**config.mk**
```make
export PLATFORM = sky130hd
export DESIGN_NAME = lsf_lsp_conv_flat
export DESIGN_NICKNAME = d
export VERILOG_FILES = /design/src/rtl/lsf_lsp_conv_if.sv /design/src/rtl/lsf_lsp_conv.sv /design/src/flat_wrapper.sv
export SDC_FILE = /design/constraint.sdc
export NUM_CORES = 1
export LEC_CHECK = 0
export CAP_MARGIN = 20
export CORE_ASPECT_RATIO = 0.9
export CORE_MARGIN = 4
export CORE_UTILIZATION = 50
export CTS_CLUSTER_SIZE = 28
export DETAILED_ROUTE_END_ITERATION = 10
export DONT_BUFFER_PORTS = 1
export GPL_ROUTABILITY_DRIVEN = 0
export PLACE_DENSITY = 0.76
export SKIP_CTS_REPAIR_TIMING = 1
export SYNTH_ARGS = -nofsm -noshare
export SYNTH_HDL_FRONTEND = slang
export SYNTH_SLANG_ARGS = --single-unit
```
**constraint.sdc**
```tcl
create_clock -name clk -period 17 [get_ports clk]
set_input_delay 3.4 -clock clk [delete_from_list [all_inputs] [get_ports clk]]
set_output_delay 3.4 -clock clk [all_outputs]
set_load 0.01 [all_outputs]
```
**src/rtl/lsf_lsp_conv_if.sv**
```systemverilog
`default_nettype none
// ============================================================================
// Module   : lsf_lsp_conv_if
// Desc     : Start/config and memory-port bundle for the LSF->LSP converter.
// Revision : 1.0  initial release
// ============================================================================
interface lsf_lsp_conv_if #(
  parameter int ADDR_W = 12
);
  logic              start;
  logic              mode;
  logic [ADDR_W-1:0] lsfAddr;
  logic [ADDR_W-1:0] lspAddr;
  logic [31:0]       memIn;
  logic [31:0]       constMemIn;
  logic [ADDR_W-1:0] memReadAddr;
  logic [ADDR_W-1:0] constMemAddr;
  logic [ADDR_W-1:0] memWriteAddr;
  logic [31:0]       memOut;
  logic              memWriteEn;
  logic              busy;
  logic              done;

  modport master (
    output start, mode, lsfAddr, lspAddr, memIn, constMemIn,
    input  memReadAddr, constMemAddr, memWriteAddr, memOut, memWriteEn, busy, done
  );

  modport slave (
    input  start, mode, lsfAddr, lspAddr, memIn, constMemIn,
    output memReadAddr, constMemAddr, memWriteAddr, memOut, memWriteEn, busy, done
  );
endinterface
`default_nettype wire

```
**src/rtl/lsf_lsp_conv.sv**
```systemverilog
`default_nettype none
// ============================================================================
// Module   : lsf_lsp_conv
// Desc     : LSF->LSP converter using cosine-table interpolation (G.729 modes).
// Revision : 1.0  initial release
// ============================================================================
module lsf_lsp_conv #(
  parameter int M           = 10,
  parameter int ADDR_W      = 12,
  parameter int TABLE2_BASE = 'h000,
  parameter int SLOPE_BASE  = 'h040,
  parameter int TABLE_BASE  = 'h080
) (
  input  logic          clk,
  input  logic          reset,
  lsf_lsp_conv_if.slave bus
);

  localparam logic [2:0] c_S_IDLE  = 3'd0;
  localparam logic [2:0] c_S_FETCH = 3'd1;
  localparam logic [2:0] c_S_IDX   = 3'd2;
  localparam logic [2:0] c_S_TAB   = 3'd3;
  localparam logic [2:0] c_S_WR    = 3'd4;
  localparam logic [2:0] c_S_DONE  = 3'd5;

  localparam logic [4:0] c_LAST = 5'(M - 1);

  logic [2:0]        r_state;
  logic [4:0]        r_i;
  logic              r_mode;
  logic [ADDR_W-1:0] r_lsf_addr;
  logic [ADDR_W-1:0] r_lsp_addr;
  logic [5:0]        r_ind;
  logic [7:0]        r_off;
  logic signed [15:0] r_a;

  function automatic logic signed [15:0] f_sat16(input logic signed [16:0] v);
    if (v > 17'sd32767)       return 16'sh7fff;
    else if (v < -17'sd32768) return 16'sh8000;
    else                      return v[15:0];
  endfunction

  function automatic logic signed [15:0] f_add16(input logic signed [15:0] a,
                                                 input logic signed [15:0] b);
    return f_sat16({a[15], a} + {b[15], b});
  endfunction

  function automatic logic signed [15:0] f_sub16(input logic signed [15:0] a,
                                                 input logic signed [15:0] b);
    return f_sat16({a[15], a} - {b[15], b});
  endfunction

  // Only (-32768)*(-32768) overflows once doubled.
  function automatic logic signed [31:0] f_l_mult(input logic signed [15:0] p,
                                                  input logic signed [15:0] q);
    logic signed [31:0] prod;
    prod = {{16{p[15]}}, p} * {{16{q[15]}}, q};
    if (p == 16'sh8000 && q == 16'sh8000) return 32'sh7fffffff;
    return prod <<< 1;
  endfunction

  logic signed [31:0] w_x_ext;
  logic signed [31:0] w_f;
  logic signed [15:0] w_sel;
  logic signed [15:0] w_ind_raw;
  logic [5:0]         w_ind;
  logic [7:0]         w_off;

  always_comb begin
    w_x_ext   = {{16{bus.memIn[15]}}, bus.memIn[15:0]};
    w_f       = (w_x_ext * 32'sd20861) >>> 15;
    w_sel     = r_mode ? w_x_ext[15:0] : w_f[15:0];
    w_ind_raw = w_sel >>> 8;
    w_off     = w_sel[7:0];
    if (w_ind_raw > 16'sd63)     w_ind = 6'd63;
    else if (w_ind_raw < 16'sd0) w_ind = 6'd0;
    else                         w_ind = w_ind_raw[5:0];
  end

  logic signed [15:0] w_b;
  logic signed [15:0] w_d;
  logic signed [31:0] w_l;
  logic signed [15:0] w_y;

  always_comb begin
    w_b = bus.constMemIn[15:0];
    w_d = f_sub16(r_a, w_b);
    w_l = f_l_mult(r_mode ? w_d : r_a, {8'd0, r_off});
    w_y = r_mode ? f_add16(w_b, w_l[24:9]) : f_add16(w_b, w_l[28:13]);
  end

  logic w_unused;
  assign w_unused = ^{bus.memIn[31:16], bus.constMemIn[31:16], w_f[31:16],
                      w_l[31:29], w_l[8:0]};

  // Address/strobe outputs are decoded from state so they are zero outside their slot.
  always_comb begin
    bus.memReadAddr  = '0;
    bus.constMemAddr = '0;
    bus.memWriteAddr = '0;
    bus.memOut       = '0;
    bus.memWriteEn   = 1'b0;
    bus.busy         = (r_state != c_S_IDLE);
    bus.done         = (r_state == c_S_DONE);
    case (r_state)
      c_S_FETCH: bus.memReadAddr = r_lsf_addr + ADDR_W'(r_i);
      c_S_IDX: begin
        if (r_mode)
          bus.constMemAddr = ADDR_W'(TABLE_BASE) + ADDR_W'(w_ind) + ADDR_W'(1);
        else
          bus.constMemAddr = ADDR_W'(SLOPE_BASE) + ADDR_W'(w_ind);
      end
      c_S_TAB: begin
        if (r_mode)
          bus.constMemAddr = ADDR_W'(TABLE_BASE) + ADDR_W'(r_ind);
        else
          bus.constMemAddr = ADDR_W'(TABLE2_BASE) + ADDR_W'(r_ind);
      end
      c_S_WR: begin
        bus.memWriteAddr = r_lsp_addr + ADDR_W'(r_i);
        bus.memOut       = {{16{w_y[15]}}, w_y};
        bus.memWriteEn   = 1'b1;
      end
      default: ;
    endcase
  end

  always_ff @(posedge clk) begin
    if (reset) begin
      r_state    <= c_S_IDLE;
      r_i        <= '0;
      r_mode     <= 1'b0;
      r_lsf_addr <= '0;
      r_lsp_addr <= '0;
      r_ind      <= '0;
      r_off      <= '0;
      r_a        <= '0;
    end else begin
      case (r_state)
        c_S_IDLE: begin
          if (bus.start) begin
            r_mode     <= bus.mode;
            r_lsf_addr <= bus.lsfAddr;
            r_lsp_addr <= bus.lspAddr;
            r_i        <= '0;
            r_state    <= c_S_FETCH;
          end
        end
        c_S_FETCH: r_state <= c_S_IDX;
        c_S_IDX: begin
          r_ind   <= w_ind;
          r_off   <= w_off;
          r_state <= c_S_TAB;
        end
        c_S_TAB: begin
          r_a     <= bus.constMemIn[15:0];
          r_state <= c_S_WR;
        end
        c_S_WR: begin
          r_i     <= r_i + 5'd1;
          r_state <= (r_i == c_LAST) ? c_S_DONE : c_S_FETCH;
        end
        c_S_DONE: begin
          r_i     <= '0;
          r_state <= c_S_IDLE;
        end
        default: r_state <= c_S_IDLE;
      endcase
    end
  end

endmodule
`default_nettype wire

```
**src/flat_wrapper.sv**
```systemverilog
// flat-port wrapper written by rule: the top's interface ports become plain ports
module lsf_lsp_conv_flat 
#(
  parameter int M           = 10,
  parameter int ADDR_W      = 12,
  parameter int TABLE2_BASE = 'h000,
  parameter int SLOPE_BASE  = 'h040,
  parameter int TABLE_BASE  = 'h080
)
  (clk, reset, bus_start, bus_mode, bus_lsfAddr, bus_lspAddr, bus_memIn, bus_constMemIn, bus_memReadAddr, bus_constMemAddr, bus_memWriteAddr, bus_memOut, bus_memWriteEn, bus_busy, bus_done);
  lsf_lsp_conv_if #(.ADDR_W(ADDR_W)) bus_i ();
  input  logic clk;
  input  logic reset;
  input wire logic [$bits(bus_i.start)-1:0] bus_start;
  input wire logic [$bits(bus_i.mode)-1:0] bus_mode;
  input wire logic [$bits(bus_i.lsfAddr)-1:0] bus_lsfAddr;
  input wire logic [$bits(bus_i.lspAddr)-1:0] bus_lspAddr;
  input wire logic [$bits(bus_i.memIn)-1:0] bus_memIn;
  input wire logic [$bits(bus_i.constMemIn)-1:0] bus_constMemIn;
  output wire logic [$bits(bus_i.memReadAddr)-1:0] bus_memReadAddr;
  output wire logic [$bits(bus_i.constMemAddr)-1:0] bus_constMemAddr;
  output wire logic [$bits(bus_i.memWriteAddr)-1:0] bus_memWriteAddr;
  output wire logic [$bits(bus_i.memOut)-1:0] bus_memOut;
  output wire logic [$bits(bus_i.memWriteEn)-1:0] bus_memWriteEn;
  output wire logic [$bits(bus_i.busy)-1:0] bus_busy;
  output wire logic [$bits(bus_i.done)-1:0] bus_done;
  assign bus_i.start = bus_start;
  assign bus_i.mode = bus_mode;
  assign bus_i.lsfAddr = bus_lsfAddr;
  assign bus_i.lspAddr = bus_lspAddr;
  assign bus_i.memIn = bus_memIn;
  assign bus_i.constMemIn = bus_constMemIn;
  assign bus_memReadAddr = bus_i.memReadAddr;
  assign bus_constMemAddr = bus_i.constMemAddr;
  assign bus_memWriteAddr = bus_i.memWriteAddr;
  assign bus_memOut = bus_i.memOut;
  assign bus_memWriteEn = bus_i.memWriteEn;
  assign bus_busy = bus_i.busy;
  assign bus_done = bus_i.done;
  lsf_lsp_conv #(.M(M), .ADDR_W(ADDR_W), .TABLE2_BASE(TABLE2_BASE), .SLOPE_BASE(SLOPE_BASE), .TABLE_BASE(TABLE_BASE)) u_core (.clk(clk), .reset(reset), .bus(bus_i));
endmodule
```
# Word-level counts from Yosys, hierarchy flattened
# Index checks and enable logic that the tools add are counted.
totals:
  out_inout_bits: 71
  word_cells: 63
  inputBits: 92
  reg_bits: 63
op_classes:
  n_mul: 2
  muxes: 23
  n_addsub: 10
  n_reduce_logical: 5
  n_lt_le_gt_ge: 8
  n_eq_ne: 7
ops:
  columns: ["cell", "count"]
  rows:
  - ["$mux 16", 9]
  - ["$gt 17x16->1 const B", 3]
  - ["$lt 17x16->1 const B", 3]
  - ["$mux 12", 4]
  - ["$mux 32", 1]
  - ["$mul 16x16->31 const B", 1]
  - ["$mul 16x9->25", 1]
  - ["$add 12x5->12", 2]
  - ["$pmux 12 s2", 1]
  - ["$add 8x6->9 const A", 2]
  - ["$add 16x13->17", 1]
  - ["$add 16x16->17", 1]
  - ["$sub 16x16->17", 1]
  - ["$pmux 3 s5", 1]
  - ["$pmux 5 s3", 1]
  - ["$add 12x1->12 const B", 1]
  - ["$mux 6", 2]
  - ["$add 7x6->8 const A", 1]
  - ["$gt 8x7->1 const B", 1]
  - ["$lt 8x1->1 const B", 1]
  - ["$eq 3x2->1 const B", 2]
  - ["$eq 3x3->1 const B", 2]
  - ["$mux 3", 2]
  - ["$reduce_bool 3->1", 2]
  - ["other kinds (8)", 9]

# Logic depth before layout (Yosys ltp)
depth:
  ltp_word: 12
  mapped_depth: 43
  mapped_depth_nobuf: 42

# Worst setup path after synthesis
# Ideal clock, no wire load.
synth_timing:
  path_type: "input-to-output"
  startpoint: "in bus_constMemIn[13]"
  endpoint: "out bus_memOut[16]"
  arrival_time_ns: 12.409
  n_path_buf: 3
  required_ns: 13.600
  path_stages: 38
  setup_slack_ns: 1.191
  cell_sequence: "inv_1 > ha_1 > buf_2 > and3_1 > nand4_1 > a2111oi_2 > a211oi_4 > clkbuf_1 > maj3_1 > mux2_2 > and2_1 > fa_1 > fa_1 > fa_1 > inv_1 > fa_1 > inv_1 > ha_1 > (+2 left out) > a21oi_1 > nor2b_1 > or2_2 > a21o_1 > a221oi_1 > xnor2_1 > ha_1 > nor2b_1 > o21ai_1 > a21oi_1 > o21a_1 > o21ai_1 > a31oi_1 > a21oi_1 > nand2b_1 > a311oi_1 > a211oi_1 > buf_4"
synth_via:
  elab_chain_cells: 12
  elab_cells_between_ends: 19
  cone_classes: "3 x add/sub; 1 x mul; 6 x order compare; 9 x mux"
synth_rtl:
  columns: ["element", "line", "rtl"]
  rows:
  - ["start, declared", "flat_wrapper.sv:19", "input wire logic [$bits(bus_i.constMemIn)-1:0] bus_constMemIn;"]
  - ["$sub 16x16->17", "lsf_lsp_conv.sv:50", "return f_sat16({a[15], a} - {b[15], b});"]
  - ["$lt 17x16->1", "lsf_lsp_conv.sv:39", "else if (v < -17'sd32768) return 16'sh8000;"]
  - ["$mux 16", "lsf_lsp_conv.sv:39", null]
  - ["$mux 16", "lsf_lsp_conv.sv:38", "if (v > 17'sd32767) return 16'sh7fff;"]
  - ["$mux 16", "lsf_lsp_conv.sv:88", "w_l = f_l_mult(r_mode ? w_d : r_a, {8'd0, r_off});"]
  - ["$mul 16x9->25", "lsf_lsp_conv.sv:57", "prod = {{16{p[15]}}, p} * {{16{q[15]}}, q};"]
  - ["$add 16x13->17 / $add 16x16->17 (equally long branches)", "lsf_lsp_conv.sv:45", "return f_sat16({a[15], a} + {b[15], b});"]
  - ["$lt 17x16->1", "lsf_lsp_conv.sv:39", null]
  - ["$mux 16", "lsf_lsp_conv.sv:39", null]
  - ["$mux 16", "lsf_lsp_conv.sv:38", null]
  - ["$mux 16 (*)", "lsf_lsp_conv.sv:89", "w_y = r_mode ? f_add16(w_b, w_l[24:9]) : f_add16(w_b, w_l[28:13]);"]
  - ["$mux 32 (*)", "lsf_lsp_conv.sv:105", "case (r_state)"]
  - ["end, declared", "flat_wrapper.sv:23", "output wire logic [$bits(bus_i.memOut)-1:0] bus_memOut;"]
# Every way passes the cells marked *; elsewhere a longest branch is shown, timed or not.

# Worst setup path after layout
layout_timing:
  startpoint: "in bus_constMemIn[6]"
  endpoint: "out bus_memOut[10]"
# The elaborated chain is that of the path after synthesis.

==> impl_results.rst <==
.. list-table::
   :header-rows: 1

   * - Metric
     - Value
   * - Result of the run
     - completed
   * - Count of endpoints failing hold in the final timing report
     - 0
   * - Most common cell type on the critical path
     - a21o_1
   * - Crit path required time
     - 13,600 ps
   * - Number of different library cells in the post-synthesis netlist
     - 84
   * - First-pass DRT Iterations
     - 5
   * - Crit path launch type
     - input pin
   * - Final worst-path setup slack
     - 492 ps
   * - Number of antenna violations at the first check in global routing
     - 0
   * - Synth-to-Final Area Change
     - 3.80%
   * - Final-stage net count
     - 2,356
   * - Clock buffer depth
     - 2
   * - Min cycle time layout
     - 16,510 ps
   * - Num ports
     - 163
   * - GR Util met1
     - 30.9%
   * - Std cell rows
     - 61
   * - Overflow left after global routing
     - 0
   * - Biggest cell delay along the critical path
     - 540 ps
   * - Total power after layout
     - 0.00195 W
   * - Most utilized layer in the global route result
     - met2
   * - Clock Skew
     - 8.89 ps
   * - Initial Utilization
     - 50.6%
   * - Maximum VDD drop
     - 0.153 mV
   * - Signal arrival time at the worst endpoint
     - 13,110 ps
   * - Routed WL
     - 38,200 µm
   * - Total standard cell area after synthesis
     - 15,600 µm²
   * - Diode insertion count for antenna repair
     - 0
   * - Worst setup EP type
     - output port
   * - Clock Pin Slew Worst Setup and Hold Paths
     - 60 ps
   * - Relative slew margins
     - 46.4%
   * - Setup Slack @ Placement
     - 417 ps
   * - Post-Syn Instances
     - 1,880
   * - Class of the tightest hold or removal check
     - reg -> reg
   * - Flip-flop and latch count after synthesis
     - 63
   * - Horizontal extent of the die
     - 194 µm
   * - Met2 track demand over resource in global routing
     - 38.2%
   * - CTS H-tree lvls
     - 3
   * - Total area of multi-input combinational cells
     - 12,800 µm²
   * - Leading register cell type out of synthesis
     - dfxtp_1
   * - Register area share after synthesis
     - 8.09%
   * - Cell chosen for the clock root
     - clkbuf_16
   * - Fin crit share
     - 97.1%
   * - Die Height
     - 176 µm
   * - Total CTS buffers
     - 9
   * - Die Outline Area
     - 34,100 µm²
   * - Met3 routing resource usage after global routing
     - 4.05%
   * - Final Slew Violations
     - 0
   * - PD cells
     - 121 nW/µm²
   * - Avg Cell Area, Syn
     - 8.29 µm²
   * - Port-buffer cells
     - 0
   * - Vias in the first global route
     - 13,027
   * - Max cap viols
     - 0
   * - Critical path start-end classification
     - in -> out
   * - Final setup violation count
     - 0
   * - Largest fanout on the critical path
     - 15
   * - Antenna Nets Post-Route
     - 0
   * - Max Fclk
     - 60.6 MHz
   * - Number of clock sinks seen by CTS
     - 63
   * - Via total after detailed routing
     - 12,633
   * - Core region area
     - 30,800 µm²
   * - Overall routing resource usage
     - 22.6%
   * - Total of warnings raised by yosys
     - 0
   * - Area occupied by registers
     - 1260 µm²
   * - Starting DRT DRC Count
     - 729
   * - RSZ-0062 raised after global routing
     - no
   * - Slowest cell on the critical path
     - fa_1
   * - Core utilization of the finished layout
     - 52.5%
   * - Fin Setup TNS
     - 0 ps
   * - Clock latency of the later-clocked register in the worst-skew pair
     - 340 ps
   * - Sum of net half-perimeters after detailed placement
     - 31,200 µm
   * - Filler Cell Count
     - 2,881
   * - Number of remaining DRC errors
     - 0
   * - Slew at the pin closest to its max-slew limit
     - 802 ps
   * - DR WL/cell
     - 17.0 µm
   * - Static leakage
     - 8.01 nW
   * - Number of synthesized flops with an enable pin
     - 0
   * - Maximum number of pins on one net before global-route repair
     - 62
   * - Clock tree from TritonCTS
     - built
   * - Vias/cell
     - 5.61
   * - Async set-or-reset flop fraction in the synthesized netlist
     - 0%
   * - Wire length of the first global-routing pass
     - 64,400 µm
   * - Share of post-route cells with drive strength above 1
     - 3.80%
## report_power, final
part | switching [W] | internal [W] | leakage (nW) | total [W]
Clock | 0.0000752 | 0.0000976 | 0.135 | 0.000173
Sequential | 0.0000313 | 0.000161 | 0.514 | 0.000192
Combinational | 0.000914 | 0.000673 | 7.36 | 0.00159
## logic make-up after synthesis
group / Yosys count / synth area share, %
flops: 63 / 8.09
fa+ha+maj: 436 / 44.8
simple gates: 535 / 15.7
buf+inv: 384 / 9.76
xor+xnor: 112 / 6.29
other cells: 1 / 0.0241
compound gates: 327 / 13.9
mux: 22 / 1.48
## per-layer routing
metal	vias to the layer above	routed length [µm]
met2	381	18100
met5	-	0
met1	6164	17000
li1	6038	-
met3	50	2530
met4	0	558
## cell usage in the layout (no fill, tap or decap), types with 38 or more instances in the layout
cell type / count
and2_1: 38
ha_1: 220
inv_1: 312
o21ai_0: 38
xnor2_1: 72
a21oi_1: 119
fa_1: 206
nand2_1: 225
nor2_1: 129
dfxtp_1: 62
xor2_1: 40
## path summary, 6_finish.rpt
check	to	slack, ps	start	cells past startpoint
worst max-delay path	bus_memOut[10]	490	bus_constMemIn[6]	41
worst min-delay path	u_core.r_lsp_addr[4]$_SDFFE_PP0P_	460	u_core.r_lsp_addr[4]$_SDFFE_PP0P_	2
worst max register to register	u_core.r_ind[2]$_SDFFE_PP0P_	14240	u_core.r_mode$_SDFFE_PP0P_	9
worst min register to register	u_core.r_lsp_addr[4]$_SDFFE_PP0P_	460	u_core.r_lsp_addr[4]$_SDFFE_PP0P_	2
## final cells by class
| class | instances | share of cell area, % |
|---|---|---|
| Multi-Input combinational cell | 1436 | 79.4 |
| Sequential cell | 63 | 7.80 |
| Inverter | 314 | 7.28 |
| Tap cell | 409 | 3.16 |
| Clock buffer | 9 | 1.39 |
| Timing Repair Buffer | 14 | 0.727 |
| Clock inverter | 6 | 0.232 |
## worst max-delay path: cells and delay by family
family	cells	cell delay, ps
AO/OA/AOI/OAI	20	4480
XOR/XNOR	1	340
adder cells (fa/ha/maj)	7	3140
buffers and inverters	4	170
multiplexers	1	300
AND/OR/NAND/NOR	8	1240
## state kept, by name (all words and copies together) (netlist names)
| signal | count |
|---|---|
| u_core.r_a | 16 |
| u_core.r_i | 5 |
| u_core.r_ind | 6 |
| u_core.r_lsf_addr | 12 |
| u_core.r_lsp_addr | 12 |
| u_core.r_mode | 1 |
| u_core.r_off | 8 |
| u_core.r_state | 3 |
## Yosys cell counts, types with 38 or more instances
cell type | count | share of area (%)
inv_1 | 312 | 7.5
xor2_1 | 40 | 2.2
a21oi_1 | 119 | 3.8
dfxtp_1 | 63 | 8.1
fa_1 | 206 | 26
o21ai_0 | 38 | 1.2
nand2_1 | 225 | 5.4
and2_1 | 38 | 1.5
nor2_1 | 129 | 3.1
ha_1 | 220 | 18
xnor2_1 | 72 | 4.0
clkbuf_1 | 41 | 0.99
## metrics by stage
stage                     area [µm²]  cells  hold slack (ps)
after global placement         15900   2232              443
after detailed placement       15900   2232              448
after global routing           16200   2251              476
final                          16200   2251              458
after CTS                      16100   2247              458
after floorplan                15600   1883              441
(Power assumes the default switching activity.)
